===== src/rtl/apb_read_data_packer_pkg.sv =====
// Shared widths, lane indices and FSM encoding for the APB read-data packer.
package apb_read_data_packer_pkg;

  localparam int RAH_PACKET_WIDTH = 48;
  localparam int READ_DATA_WIDTH  = 16;
  localparam int LENGTH_WIDTH     = 8;
  localparam int SLV_ID_WIDTH     = 7;

  localparam logic RAH_HDR_MARK = 1'b1;

  // Lane index of each 16-bit slot inside the packet; words fill slot2 first.
  localparam logic [1:0] LANE_SLOT0 = 2'd0;
  localparam logic [1:0] LANE_SLOT1 = 2'd1;
  localparam logic [1:0] LANE_SLOT2 = 2'd2;

  typedef enum logic [1:0] {
    RDP_IDLE = 2'd0,
    RDP_FILL = 2'd1,
    RDP_SEND = 2'd2
  } rdp_state_t;

endpackage


===== src/rtl/apb_read_data_packer.sv =====
// Packs 16-bit APB read words into 48-bit RAH packets: the first packet carries
// the response header plus two words, every later packet carries three words.
module apb_read_data_packer
  import apb_read_data_packer_pkg::*;
#(
  parameter int RAH_PACKET_WIDTH_P = RAH_PACKET_WIDTH,
  parameter int READ_DATA_WIDTH_P  = READ_DATA_WIDTH,
  parameter int LENGTH_WIDTH_P     = LENGTH_WIDTH,
  parameter int SLV_ID_WIDTH_P     = SLV_ID_WIDTH
) (
  input  logic                          clk,
  input  logic                          rst_n,
  input  logic                          rd_start,
  input  logic [SLV_ID_WIDTH_P-1:0]     rd_slv_id,
  input  logic [LENGTH_WIDTH_P-1:0]     rd_length,
  input  logic                          rd_valid,
  input  logic [READ_DATA_WIDTH_P-1:0]  rd_data,
  output logic                          rd_ready,
  output logic                          pkt_valid,
  output logic [RAH_PACKET_WIDTH_P-1:0] pkt_data,
  output logic                          pkt_first,
  output logic                          pkt_last,
  input  logic                          pkt_ready,
  output logic                          busy,
  output logic                          start_err
);

  localparam int W = READ_DATA_WIDTH_P;

  rdp_state_t                    state, next_state;
  logic [RAH_PACKET_WIDTH_P-1:0] buffer;
  logic [LENGTH_WIDTH_P-1:0]     remaining;
  logic [1:0]                    slot;
  logic                          first;
  logic                          start_err_q;

  logic start_ok;
  logic word_take;
  logic fill_done;
  logic send_done;

  assign start_ok  = (state == RDP_IDLE) && rd_start && (rd_length != '0);
  assign word_take = (state == RDP_FILL) && rd_valid;
  assign fill_done = word_take &&
                     ((slot == LANE_SLOT0) || (remaining == LENGTH_WIDTH_P'(1)));
  assign send_done = (state == RDP_SEND) && pkt_ready;

  always_ff @(posedge clk or negedge rst_n) begin
    if (!rst_n) state <= RDP_IDLE;
    else        state <= next_state;
  end

  always_comb begin
    next_state = state;
    case (state)
      RDP_IDLE: if (start_ok) next_state = RDP_FILL;
      RDP_FILL: if (fill_done) next_state = RDP_SEND;
      RDP_SEND: if (send_done) next_state = (remaining == '0) ? RDP_IDLE : RDP_FILL;
      default:  next_state = RDP_IDLE;
    endcase
  end

  // pkt_data is only exposed in SEND so a half-filled buffer never leaks out.
  always_comb begin
    rd_ready  = 1'b0;
    pkt_valid = 1'b0;
    pkt_data  = '0;
    pkt_first = 1'b0;
    pkt_last  = 1'b0;
    busy      = (state != RDP_IDLE);
    case (state)
      RDP_FILL: rd_ready = 1'b1;
      RDP_SEND: begin
        pkt_valid = 1'b1;
        pkt_data  = buffer;
        pkt_first = first;
        pkt_last  = (remaining == '0);
      end
      default: ;
    endcase
  end

  assign start_err = start_err_q;

  always_ff @(posedge clk or negedge rst_n) begin
    if (!rst_n) begin
      buffer      <= '0;
      remaining   <= '0;
      slot        <= LANE_SLOT2;
      first       <= 1'b0;
      start_err_q <= 1'b0;
    end else begin
      start_err_q <= rd_start && ((state != RDP_IDLE) || (rd_length == '0));

      if (start_ok) begin
        buffer    <= {RAH_HDR_MARK, rd_slv_id, rd_length, {(2*W){1'b0}}};
        remaining <= rd_length;
        slot      <= LANE_SLOT1;
        first     <= 1'b1;
      end

      if (word_take) begin
        case (slot)
          LANE_SLOT2: buffer[2*W +: W] <= rd_data;
          LANE_SLOT1: buffer[W   +: W] <= rd_data;
          LANE_SLOT0: buffer[0   +: W] <= rd_data;
          default:    ;
        endcase
        remaining <= remaining - LENGTH_WIDTH_P'(1);
        slot      <= slot - 2'd1;
      end

      // Continuation packets start empty so short tails come out zero-padded.
      if (send_done) begin
        buffer <= '0;
        if (remaining == '0) begin
          slot  <= LANE_SLOT2;
          first <= 1'b0;
        end else begin
          slot  <= LANE_SLOT2;
          first <= 1'b0;
        end
      end
    end
  end

endmodule


===== config.mk =====
export PLATFORM = sky130hd
export DESIGN_NAME = apb_read_data_packer
export DESIGN_NICKNAME = d
export VERILOG_FILES = /design/src/rtl/apb_read_data_packer_pkg.sv /design/src/rtl/apb_read_data_packer.sv
export SDC_FILE = /design/constraint.sdc
export NUM_CORES = 1
export LEC_CHECK = 0
export CORE_ASPECT_RATIO = 1.25
export CORE_MARGIN = 5
export CORE_UTILIZATION = 52
export CTS_CLUSTER_DIAMETER = 200
export DETAILED_ROUTE_END_ITERATION = 7
export PLACE_DENSITY = 0.95
export SETUP_SLACK_MARGIN = 0.5
export SKIP_CTS_REPAIR_TIMING = 1
export SKIP_LAST_GASP = 1
export SLEW_MARGIN = 20
export SYNTH_ARGS = -nofsm -noshare
export SYNTH_HDL_FRONTEND = slang
export SYNTH_SLANG_ARGS = --single-unit

===== constraint.sdc =====
create_clock -name clk -period 2.35 [get_ports clk]
set_input_delay 0.235 -clock clk [delete_from_list [all_inputs] [get_ports clk]]
set_output_delay 0.235 -clock clk [all_outputs]
set_load 0.01 [all_outputs]

== Yosys cells after proc, flatten, opt, wreduce, memory -nomap -nowiden ==
Cells that the tools add are included.

* Reductions and logical operators: 18
* Eq/ne operators: 8
* Multiplexer cells: 22
* Add/subtract/negate cells: 2

{| class="wikitable"
|+ Operators with widths
! cell !! number
|-
| $mux W48 || 4
|-
| $mux W16 || 3
|-
| $logic_not A8 Y1 || 2
|-
| $mux W8 || 2
|-
| $mux W2 || 5
|-
| $eq A8 B1 Y1 const B || 1
|-
| $reduce_bool A8 Y1 || 1
|-
| $sub A8 B1 Y8 const B || 1
|-
| $mux W1 || 7
|-
| $logic_and A1 B1 Y1 || 6
|-
| $ne A2 B2 Y1 const B || 3
|-
| $pmux W2 S3 || 1
|-
| $reduce_bool A2 Y1 || 3
|-
| $eq A2 B1 Y1 const B || 2
|-
| $eq A2 B2 Y1 const B || 2
|-
| $logic_not A2 Y1 || 2
|-
| $reduce_and A3 Y1 || 1
|-
| $reduce_bool A3 Y1 || 1
|-
| $logic_or A1 B1 Y1 || 2
|-
| $sub A2 B1 Y2 const B || 1
|}

* Output and inout port bits: 54
* Bits of input ports: 36
* Bits in registers: 62

== Longest topological paths before layout ==
Gate-level depths: netlist of the first run.

* Depth after elaboration: 7
* Gate-level depth with buffers: 7
* Mapped depth without buffers: 6

== Worst setup path after synthesis of the first run ==
Ideal clock, no wire load.

* Kind: input -> register
* Start point: input port rd_length[2]
* End point: register state[0]
* Stages on the path: 5
* Path slack: 765 ps
* Setup time: 120 ps
* Arrival time: 1,466 ps
* Cell sequence: or4_4 -> o21ai_4 -> buf_8 -> a32oi_1 -> a31o_1

* Longest elaborated chain between the ends: 4

{| class="wikitable"
|+ Ends and longest elaborated chain
! item !! RTL line !! RTL
|-
| start: declaration || apb_read_data_packer.sv:15 || <nowiki>input logic [LENGTH_WIDTH_P-1:0] rd_length,</nowiki>
|-
| $reduce_bool A8 Y1 || apb_read_data_packer.sv:42 || <nowiki>assign start_ok = (state == RDP_IDLE) && rd_start && (rd_length != '0);</nowiki>
|-
| $logic_and A1 B1 Y1 || apb_read_data_packer.sv:42 ||
|-
| $ne A2 B2 Y1 (no line) || n/a ||
|-
| $reduce_and A3 Y1 (no line) || n/a ||
|-
| end signal: assignment || apb_read_data_packer.sv:50 || <nowiki>else state <= next_state;</nowiki>
|-
| end: declaration || apb_read_data_packer.sv:30 || <nowiki>rdp_state_t state, next_state;</nowiki>
|}

No other way between the ends.
A chain may end at the register's enable or synchronous reset.

== Worst setup path in the final report of the first run ==
* Start point: register state[0]
* End point: output port pkt_data[29]

* Longest elaborated chain between the ends: 2

{| class="wikitable"
|+ Ends and longest elaborated chain
! item !! RTL line !! RTL
|-
| $eq A2 B2 Y1 || apb_read_data_packer.sv:71 || <nowiki>case (state)</nowiki>
|-
| $mux W48 || apb_read_data_packer.sv:71 ||
|-
| end: declaration || apb_read_data_packer.sv:20 || <nowiki>output logic [RAH_PACKET_WIDTH_P-1:0] pkt_data,</nowiki>
|}

No other way between the ends.

==> qor.csv, run 1 <==
metric,value,unit
Hold WS,-54.0,ps
TritonCTS Buffers,9,
Post-Syn Area,0.00330,mm2
port buffer count,89,
GP Congestion,0.862,
clock sink count,62,
Slew headroom,50.8,%
RSZ-0062 raised after global routing,true,
Clock H-tree levels,3,
Clock Root Buffer,clkbuf_8,
Post-route DRC,0,
Row Count,32,
Final setup viols,0,
cells after synthesis,377,
drt first pass iters,6,
Fmax,474,MHz
die width,81.2,um
Overflow after GRT,0,
Worst IR Drop VDD,0.711,mV
clock share of power,22.5,%
Internal Power,3.33,mW
drt total wl,11000,um
largest net degree at the start of global routing,45,
Final min period,2110,ps
Fillers,442,
vias per inst,6.13,
failing checks,hold timing,
Final Max Slew Viols,0,
Clock Skews,8.07,ps
syn nets,418,
core area,0.00617,mm2
initial antenna violation count,0,
Initial Util,53.5,%
die area,0.00805,mm2
setup_tns,0,ps
vias in the first global route,3255,
Critical Path AT,1870,ps
DRT iter0 DRCs,370,
die height,99.0,um
Yosys cell types,39,
Logic pwr share,41.5,%
"Req. time, crit path",2120,ps
ys flop type,dfrtp_1,
Crit Path Category,register to output port,
fin util,75.7,%
switching power of the nets,1.90,mW
CP max FO,34,
Antenna diodes,0,
crit end category,output port,
post-DP HPWL,7270,um
total vias in the final route,3423,
number of synthesized flops with an enable pin,0,
asr flop ratio synth,100,%
layout cells sized above 1,11.8,%
Area Overhead vs Synth,41.6,%
Synth warnings,0,
Max Cap Viol,0,
clock buffer depth,2,
Worst Setup Start Kind,register,
"FF+latch count, synth",62,
Worst-Skew Late Latency,340,ps
type of the worst min-delay path,input pin to asynchronous set/reset pin,
Sw Share,36.4,%
Final Cycle Share,89.7,%
I/O pin total,90,
Worst-Margin Slew,739,ps
pwr/cell area,1120,mW/mm2
number of routed nets with antenna violations,0,
leakage,2.02,nW
Mapped Avg Cell Area,8.75,um2
Clock Pin Slew Worst Setup and Hold Paths,70,ps
status,finished with violations,
all-layer global routing usage,26.1,%
first-pass GRT wire length,16200,um
WL per Instance,19.6,um
NumNets Final,509,
TritonCTS clock tree,done,
critical path launch point,state[0],
sequential share of the synthesized area,47.1,%
Seq pwr share,36.0,%
Worst R2R Start,state[1],
final hold viol count,31,
[per-stage QoR]
stage	setup slack, ps	area, um2	power [mW]	cells
3_3_place_gp	252	4260	3.70	535
2_1_floorplan	765	3300	3.03	377
5_1_grt	197	4670	5.51	558
3_5_place_dp	168	4260	3.78	535
4_1_cts	10.9	4510	4.98	551
6_report	241	4670	5.24	558
[critical path, stage by stage, from the launching register on]
cell and delay, ps:
dfrtp_2 450, nor2b_4 160, buf_12 180, and2_1 170, clkdlybuf4s50_1 540
[cells in the mapped netlist (2+ instances only)]
cell type | instances | area share [%]
o211ai_1 | 3 | 0.68
ha_1 | 5 | 1.9
o21a_1 | 2 | 0.46
and2_1 | 52 | 9.9
o21ai_0 | 18 | 2.7
nor4_1 | 2 | 0.38
a22oi_1 | 6 | 1.4
a31oi_1 | 10 | 1.9
buf_2 | 5 | 0.76
nand3_1 | 37 | 5.6
or3_1 | 2 | 0.38
nand2_1 | 55 | 6.3
or4_4 | 2 | 0.68
o21ai_1 | 3 | 0.46
buf_6 | 5 | 1.7
nor2_1 | 7 | 0.80
nor3_1 | 2 | 0.30
a21oi_1 | 49 | 7.4
clkbuf_1 | 20 | 2.3
nor2b_1 | 2 | 0.38
o21ba_1 | 3 | 0.91
nand4_1 | 5 | 0.95
dfrtp_1 | 61 | 46
inv_1 | 6 | 0.68
[final timing paths]
check | slack, ps | to | depth (start not counted)
setup / recovery | 240 | pkt_data[29] | 4
hold / removal | -50 | buffer[1] | 1
setup reg to reg | 480 | buffer[44] | 6
hold reg to reg | 520 | slot[1] | 2
max in group asynchronous | 1710 | slot[1] | 2
min in group clk | 460 | start_err | 2
[flip-flops by register name, indices dropped and copies added (netlist names)]
name / flops
slot: 2
state: 2
first: 1
remaining: 8
buffer: 48
start_err: 1
[cell usage in the layout, fill, tap and decap left out, drive strengths merged, types with 2 or more instances in the layout]
master / Yosys / layout
dfrtp: 61 / 61
nor2: 7 / 7
or3: 2 / 2
buf: 11 / 20
dlymetal6s2s: 0 / 4
clkbuf: 20 / 16
a21oi: 49 / 49
nand3: 37 / 37
bufinv: 0 / 3
nor3: 2 / 2
o21ba: 3 / 3
nand4: 5 / 5
nand2: 55 / 55
o21a: 2 / 2
inv: 6 / 6
nor4: 2 / 2
and2: 52 / 52
nor3b: 2 / 2
nor2b: 2 / 2
o21ai: 22 / 22
o211ai: 3 / 3
clkdlybuf4s50: 0 / 84
a22oi: 6 / 6
or4: 2 / 2
ha: 5 / 5
a31oi: 10 / 10
[layout make-up]
| cell class | count | area (um2) | area share, % |
|---|---|---|---|
| clock buffer | 13 | 159 | 3.40 |
| tap | 85 | 106 | 2.28 |
| timing repair buffer | 111 | 1160 | 24.8 |
| inverter | 6 | 22.5 | 0.482 |
| multi-input combinational | 278 | 1580 | 33.8 |
| sequential | 62 | 1560 | 33.3 |
| clock inverter | 3 | 90.1 | 1.93 |
[power groups by stage]
stage                     clock (mW)  combinational [mW]  sequential [mW]
after floorplan                    0                1.26             1.76
after global placement             0                1.83             1.87
after detailed placement           0                1.90             1.88
after CTS                       1.17                1.94             1.87
after global routing            1.23                2.35             1.93
final                           1.18                2.17             1.89
[per-layer routing]
| metal | global-route usage, % | wire length (um) |
|---|---|---|
| met1 | 31.1 | 3980 |
| met2 | 44.7 | 5540 |
| met3 | 6.03 | 955 |
| met4 | 10.7 | 486 |
| met5 | 0 | 0 |
[cell families (layout without fill, tap and decap cells)]
group | Yosys count | in the layout | share of synthesized area, %
AND/OR/NAND/NOR | 173 | 173 | 27.4
AO/OA/AOI/OAI | 100 | 100 | 17.8
flip-flops | 62 | 62 | 47.1
buffers and inverters | 37 | 133 | 5.88
adder cells (fa/ha/maj) | 5 | 5 | 1.90
Note: power is estimated with default switching activity, not from simulation.
==> inputs of run 2 (changes only) <==
CORE_UTILIZATION = 54   (was 52)
CTS_BUF_LIST = sky130_fd_sc_hd__clkbuf_2 sky130_fd_sc_hd__clkbuf_4 sky130_fd_sc_hd__clkbuf_8   (was unset)
==> run 2 against run 1 <==
The flow now finishes without violations. Clock power is 23% lower. Worst setup slack better by 15 ps. Global-route usage rose by 0.46 points. Critical endpoint is now pkt_data[22]. Largest cell class unchanged. Largest power group unchanged.
==> qor.csv, run 2 (synthesis gave the netlist of run 1 again) <==
metric,value,unit,change
WL per Instance,18.9,um,-3.7%
Reg2Reg Capture Point,buffer[20],,
CP max FO,33,,-2.9%
Worst IR Drop VDD,0.672,mV,-5.4%
Hold Path Sink,buffer[44],,
all-layer global routing usage,26.6,%,+0.46 points
Clock Skews,7.18,ps,-0.896 ps
TritonCTS clock tree,done,,
worst r2r path cells,5,,-1
DRT iter0 DRCs,381,,+3.0%
die area,0.00778,mm2,-3.3%
layout cells sized above 1,13.4,%,+1.5 points
clock share of power,18.1,%,-4.4 points
final hold viol count,0,,-100%
die height,97.4,um,-1.7%
Internal Power,3.11,mW,-6.8%
Clock Pin Slew Worst Setup and Hold Paths,70,ps,about the same
Worst R2R Start,state[0],,
first-pass GRT wire length,16400,um,+1.1%
Row Count,31,,-3.1%
largest net degree at the start of global routing,34,,-24%
setup_tns,0,ps,unchanged
"Req. time, crit path",2120,ps,about the same
Final min period,2090,ps,-15.2 ps
Logic pwr share,44.3,%,+2.8 points
Final Max Slew Viols,0,,unchanged
drt first pass iters,5,,-1
Sw Share,37.8,%,+1.4 points
met3 Usage GRT,4.36,%,-1.7 points
Initial Util,56.3,%,+2.8 points
status,completed,,
Seq pwr share,37.7,%,+1.7 points
CP max stage cell,clkdlybuf4s50_1,,
RSZ-0062 raised after global routing,true,,
clock sink count,62,,unchanged
drt total wl,10600,um,-3.2%
DP Cell Count,532,,-0.56%
crit-path cells,"nor2b_4, buf_12, and2_1, clkdlybuf4s50_1",,
GP Congestion,0.877,,+1.7%
I/O pin total,90,,unchanged
Worst Setup Start Kind,register,,
final setup margin,256,ps,+15.2 ps
initial antenna violation count,0,,unchanged
TritonCTS Buffers,9,,unchanged
most frequent cells in the layout,"clkdlybuf4s50_1, dfrtp_1, nand2_1",,
vias in the first global route,3316,,+1.9%
pwr/cell area,1070,mW/mm2,-4.6%
fin util,79.7,%,+4.0 points
post-DP HPWL,7000,um,-3.8%
Worst-Margin Slew,709,ps,-29.3 ps
Antenna diodes,0,,unchanged
Clock H-tree levels,3,,unchanged
flop2flop setup slack,550,ps,+70 ps
total vias in the final route,3393,,-0.88%
Setup Slack @ Placement,34.3,ps,-134 ps
Slew headroom,52.7,%,+2.0 points
Final Instance Count excl. Fillers,561,,+0.54%
Final Cycle Share,89.1,%,-0.65 points
crit end category,output port,,
GRT busiest layer,met2,,
Largest register FFs,48,,unchanged
Top reg by flops,buffer,,
die width,79.9,um,-1.6%
leakage,2.11,nW,+4.4%
type of the worst min-delay path,input pin to register,,
hold depth,3,,
Max Cap Viol,0,,unchanged
Worst-Skew Late Latency,340,ps,about the same
Critical Path AT,1860,ps,about the same
NumNets Final,515,,+1.2%
CP top delay family,buffers and inverters,,
Area Overhead vs Synth,41.5,%,about the same
Fmax,478,MHz,+0.73%
largest registers,"buffer x48, remaining x8",,
number of routed nets with antenna violations,0,,unchanged
Overflow after GRT,0,,unchanged
CP max stage delay,540,ps,about the same
clock buffer depth,2,,unchanged
Crit Path Category,register to output port,,
M2 GR Usage,45.2,%,+0.43 points
Post-route DRC,0,,unchanged
core area,0.00586,mm2,-5.0%
port buffer count,89,,unchanged
crit path buf inv count,2,,unchanged
Clock Root Buffer,clkbuf_8,,
vias per inst,6.05,,-1.4%
Hold WS,473,ps,+527 ps
GR Util met1,33.4,%,+2.3 points
Fillers,347,,-21%
Final setup viols,0,,unchanged
switching power of the nets,1.89,mW,-0.86%
"commonest non-fill, non-tap cell in the layout",clkdlybuf4s50_1,,
Worst Hold Launch,rd_slv_id[4],,
-- run 2: changes by cell type in the layout (fill, tap and decap cells not counted), sizes merged --
cell / previous run / this run
o21ai: 22 / 23
clkdlybuf4s50: 84 / 79
buf: 20 / 26
dlymetal6s2s: 4 / 9
clkinv: 0 / 1
bufinv: 3 / 0
dlygate4sd3: 0 / 1
-- run 2: power groups by stage --
stage	Clock [mW]	Sequential (mW)	Combinational (mW)
after floorplan	0	1.76	1.26
after global placement	0	1.85	1.84
after detailed placement	0	1.87	1.92
after CTS	0.903	1.86	1.95
after global routing	0.956	1.93	2.40
final	0.903	1.88	2.21
-- run 2: stage by stage --
stage,power (mW),cell area [um2]
floorplan,3.03,3300
global placement,3.69,4260
detailed placement,3.79,4260
CTS,4.71,4450
global route,5.29,4670
finish,4.99,4670
-- run 2: final cells by class --
type | count | area, um2 | area share, %
clock buffers | 15 | 188 | 4.02
repair buffers | 116 | 1190 | 25.5
clock inverters | 1 | 5.00 | 0.107
inverters | 6 | 22.5 | 0.482
flip-flops and latches | 62 | 1560 | 33.3
multi-input cells | 279 | 1610 | 34.4
well taps | 82 | 103 | 2.20
-- run 2: worst reg2reg max path, stage by stage (launching register included) --
cell	delay, ps
dfrtp_2	430
buf_4	160
and3b_1	240
nand2_1	450
nand3_1	200
a21oi_1	220
-- run 2: metal layers --
layer | vias to the layer above | routed length, um
met5 | - | 0
met4 | 0 | 372
met3 | 45 | 746
met2 | 227 | 5530
met1 | 1622 | 3960
li1 | 1499 | -
-- run 2: how the worst max path moves through the flow --
stage                 startpoint           end  slack (ps)  cells past startpoint
finish                  state[0]  pkt_data[22]         260                      4
global placement    rd_length[2]    buffer[38]         160                      6
detailed placement  rd_length[2]    buffer[17]          30                      6
floorplan           rd_length[2]      state[0]         760                      5
global route            state[0]  pkt_data[22]         190                      4
CTS                 remaining[1]      pkt_last          30                      5
